<file path="src/rtl/inst_fetch_ctrl.sv">
// Instruction fetch controller: issues one SRAM-like read per instruction,
// keeps at most one transaction outstanding, drops data returning after a
// flush, and presents the fetched instruction to IF/ID until it is consumed.
module inst_fetch_ctrl (
   input  logic        clk,
   input  logic        rst,
   input  logic [31:0] pc_i,
   input  logic        stall,
   input  logic        flush,
   output logic        pc_read_ready,
   output logic        inst_req,
   output logic [31:0] inst_addr,
   input  logic        inst_addr_ok,
   input  logic        inst_data_ok,
   input  logic [31:0] inst_rdata,
   output logic [31:0] inst_o,
   output logic [31:0] inst_pc_o,
   output logic        inst_valid_o,
   output logic        busy_o
);

   localparam logic [1:0] S_IDLE = 2'd0;
   localparam logic [1:0] S_REQ  = 2'd1;
   localparam logic [1:0] S_WAIT = 2'd2;
   localparam logic [1:0] S_DONE = 2'd3;

   logic [1:0]  state;
   logic        cancel;
   logic [31:0] req_pc;
   logic        in_req;

   // Bus-side request signals; all forced low while reset is asserted.
   always_comb begin
      in_req        = (state == S_REQ) && !rst;
      inst_req      = in_req && (!stall || flush);
      inst_addr     = in_req ? pc_i : '0;
      pc_read_ready = inst_req && inst_addr_ok;
      busy_o        = !rst && ((state == S_REQ) || (state == S_WAIT));
   end

   // Fetch sequencing: address handshake, data return, hold until consumed.
   always_ff @(posedge clk) begin
      if (rst) begin
         state        <= S_IDLE;
         cancel       <= 1'b0;
         req_pc       <= '0;
         inst_o       <= '0;
         inst_pc_o    <= '0;
         inst_valid_o <= 1'b0;
      end else begin
         case (state)
            S_IDLE: state <= S_REQ;
            S_REQ: begin
               if (pc_read_ready) begin
                  req_pc <= pc_i;
                  state  <= S_WAIT;
               end
            end
            S_WAIT: begin
               if (inst_data_ok) begin
                  if (cancel || flush) begin
                     cancel <= 1'b0;
                     state  <= S_REQ;
                  end else begin
                     inst_o       <= inst_rdata;
                     inst_pc_o    <= req_pc;
                     inst_valid_o <= 1'b1;
                     state        <= S_DONE;
                  end
               end else if (flush) begin
                  cancel <= 1'b1;
               end
            end
            S_DONE: begin
               if (flush || !stall) begin
                  inst_valid_o <= 1'b0;
                  state        <= S_REQ;
               end
            end
            default: state <= S_IDLE;
         endcase
      end
   end

endmodule

</file>
<file path="config.mk">
export PLATFORM = sky130hd
export DESIGN_NAME = inst_fetch_ctrl
export DESIGN_NICKNAME = d
export VERILOG_FILES = /design/src/rtl/inst_fetch_ctrl.sv
export SDC_FILE = /design/constraint.sdc
export NUM_CORES = 1
export LEC_CHECK = 0
export BUFFER_PORTS_ARGS = -buffer_cell sky130_fd_sc_hd__buf_2
export CELL_PAD_IN_SITES_DETAIL_PLACEMENT = 1
export CELL_PAD_IN_SITES_GLOBAL_PLACEMENT = 1
export CORE_UTILIZATION = 29
export CTS_BUF_LIST = sky130_fd_sc_hd__clkbuf_16
export DETAILED_ROUTE_END_ITERATION = 12
export PLACE_DENSITY_LB_ADDON = 0.1
export SLEW_MARGIN = 0
export SYNTH_ARGS = -nofsm -noshare
export SYNTH_HDL_FRONTEND = slang
export SYNTH_SLANG_ARGS = --single-unit
</file>
<file path="constraint.sdc">
create_clock -name clk -period 1.35 [get_ports clk]
set_input_delay 0.135 -clock clk [delete_from_list [all_inputs] [get_ports clk]]
set_output_delay 0.135 -clock clk [all_outputs]
set_load 0.005 [all_outputs]
</file>
==> flow_metrics.tcl <==
set metrics [dict create \
    status "finished, violations left" \
    violations "setup timing" \
    synth_top_cell_area_share_pct 52.2 \
    fin_area_mm2 0.00701 \
    cts-root-buf "clkbuf_16" \
    grt_pass1_vias 4161 \
    cts.sinks 100 \
    synth_ff_type "dfxtp_1" \
    final_critical_path_setup_slack_ns -0.346 \
    grt_pass1_wl_mm 22.2 \
    syn_area_mm2 0.00384 \
    drive_gt1_share_pct 60.0 \
    nFillCells 1484 \
    area_growth_pct 82.7 \
    gr-total-overflow 0 \
    p_per_area_mw_per_mm2 869 \
    drt-vias-per-instance 4.75 \
    reg2reg_slack_ns -0.34 \
    crit_path_max_fanout 12 \
    slew_violations 0 \
    die_h_um 117 \
    slowest_stage "dfxtp_2" \
    drt_iter0_drc 133 \
    synth-edff-count 0 \
    fin_cells 887 \
    ys_ff_latch 100 \
    chipWidth_um 117 \
    syn_area_per_cell_um2 7.86 \
    start_kind "flop" \
    drc 0 \
    core_mm2 0.0128 \
    reg2reg_depth 9 \
    cts_tree "done" \
    numCtsBuffers 9 \
    maxCapViolCount 0 \
    yosys-top-cells-area "dfxtp_1, nand2_1, a21oi_1, and2_1, buf_6" \
    ys_top_cells_by_count "nand2_1, dfxtp_1, a21oi_1" \
    rsz0062_at_grt "true" \
    critical_path.cell_chain "inv_2, ha_4, and2b_4, buf_12, and2_4, buf_6" \
    die_area_mm2 0.0137 \
    worstHoldPathType "primary input to flop" \
    endpoint "inst_addr[0]" \
    tightest_slew_ns 0.597 \
    cts_buffer_depth 2 \
    via_count 4212 \
    r2r_end "state[0]$_SDFFE_PP0P_" \
    crit_path_max_incr_delay_ns 0.33 \
    ys_async_sr_fraction_pct 0 \
    cts_hold_buffers 0 \
    routed_wl_mm 15.8 \
    routabilityCongestion 0.772 \
    maxSlewHeadroom_pct 60.2 \
    synth_most_common_cell "nand2_1" \
    worstSetupPathType "flop to output port" \
    synth_area_leader_cell "dfxtp_1" \
    initial_core_util_pct 30.0 \
    firstDrtPassIters 4 \
    power_leakage_nw 3.00 \
    max_freq_ghz 0.590 \
    synth_nets 561 \
    clkLatencyLatePin_ns 0.34 \
    setup_viol 135 \
    grt_max_degree 102 \
    r2r_start "state[1]$_SDFFE_PP0P_" \
    post-dp-hpwl_mm 7.95 \
    multi_input_area_mm2 0.00238 \
    num_rows 41 \
    ys_warn_count 0 \
    antenna_found_initial 0 \
    fin_crit_sh_pct 126 \
    clock_skew_ns 0.00514 \
    arrival_ns 1.56 \
    seq_area_mm2 0.00201 \
    fin_nets 785 \
    period_minus_slack_ns 1.70 \
    hold_viol_final 0 \
    diodes 0 \
    dp.cells 814 \
    startpoint "state[1]$_SDFFE_PP0P_" \
    cts-htree-levels 3 \
    port_buffers 169 \
    crit_required_ns 1.22 \
    ys_seq_area_share_pct 52.2 \
    ir_drop_mv 0.493 \
    cp-end-kind "output port" \
    clkTransAtPathRegs_ns 0.07 \
    antenna_left 0 \
    placed_area_mm2 0.00490 \
    io_pins 170 \
    synthCells 488 \
    grt_util_all_layers_pct 22.0 \
    wl_per_cell_um 17.9 \
    finalPower_w 0.00609 \
    ys_types 26 \
]
==> cell usage in the layout, fill, tap and decap left out, types with 3 or more instances in the layout <==
cell,synthesis,routed
a21oi_1,98,45
a21oi_2,0,53
and2_1,33,24
and2_4,0,9
buf_12,0,19
buf_16,0,12
buf_2,10,158
buf_4,1,23
buf_6,9,24
buf_8,0,5
clkbuf_16,0,12
clkinv_1,0,3
clkinv_8,0,3
dfxtp_1,100,98
nand2_1,194,100
nand2_2,0,53
nand2_4,0,41
nor2_1,5,3
==> worst min path at each step <==
stage | start | end | slack, ns | cells past startpoint
floorplan | inst_data_ok | cancel$_SDFFE_PP0P_ | 0.24 | 1
global placement | inst_rdata[0] | inst_o[0]$_SDFFE_PP0P_ | 0.38 | 3
detailed placement | inst_rdata[11] | inst_o[11]$_SDFFE_PP0P_ | 0.39 | 3
CTS | inst_rdata[11] | inst_o[11]$_SDFFE_PP0P_ | 0.02 | 3
global route | inst_rdata[30] | inst_o[30]$_SDFFE_PP0P_ | 0.02 | 3
finish | inst_rdata[30] | inst_o[30]$_SDFFE_PP0P_ | 0.03 | 3
==> cells by family after synthesis <==
group / Yosys count / synth area share (%)
compound gates: 106 / 14.2
fa+ha+maj: 3 / 0.979
flops: 100 / 52.2
simple gates: 241 / 26.7
buf+inv: 38 / 5.94
==> final cells by class <==
type,count,share of cell area (%)
multi-input cells,351,34.0
repair buffers,244,29.9
flip-flops and latches,100,28.6
clock buffers,9,3.21
well taps,172,3.07
repair inverters,2,0.464
inverters,4,0.428
clock inverters,5,0.321
==> critical path, delay by kind of cell (launching register included) <==
| family | cells | cell delay [ns] |
|---|---|---|
| adder cells (fa/ha/maj) | 1 | 0.13 |
| flip-flops | 1 | 0.33 |
| AND/OR/NAND/NOR | 2 | 0.42 |
| buffers and inverters | 3 | 0.33 |
==> metrics by stage <==
step	hold slack, ns	setup TNS [ns]	util [%]	setup WS [ns]
2_1_floorplan	0.236	-0.795	-	-0.0159
4_1_cts	0.0176	-31.51	50.2	-0.315
5_1_grt	0.0206	-46.23	54.9	-0.428
6_report	0.0302	-39.19	54.9	-0.346
3_5_place_dp	0.386	-18.68	38.4	-0.207
3_3_place_gp	0.376	-12.33	38.4	-0.145
==> what timing repair did <==
action	in CTS	in global routing
resized for setup	169	121
buffers inserted	27	13
hold endpoints to repair	0	0
endpoints found under the setup margin	134	135
cloned	18	2
pin swaps	97	38
==> state kept, by name, indices dropped and copies added (netlist names) <==
| register | count |
|---|---|
| inst_valid_o | 1 |
| inst_o | 32 |
| cancel | 1 |
| state | 2 |
| req_pc | 32 |
| inst_pc_o | 32 |
==> report_power, final <==
part           internal [W]  switching (W)
registers           0.00298      0.0000398
clock network       0.00121        0.00112
logic              0.000380       0.000359
total               0.00457        0.00152
==> routing by layer <==
metal / track usage (%) / up-vias / wire [µm]
met2: 41.1 / 139 / 8270
li1: - / 2019 / -
met5: 0 / - / 0
met4: 8.61 / 0 / 430
met1: 24.9 / 2024 / 6420
met3: 3.71 / 30 / 725
Power figures use the tool's default switching activity.
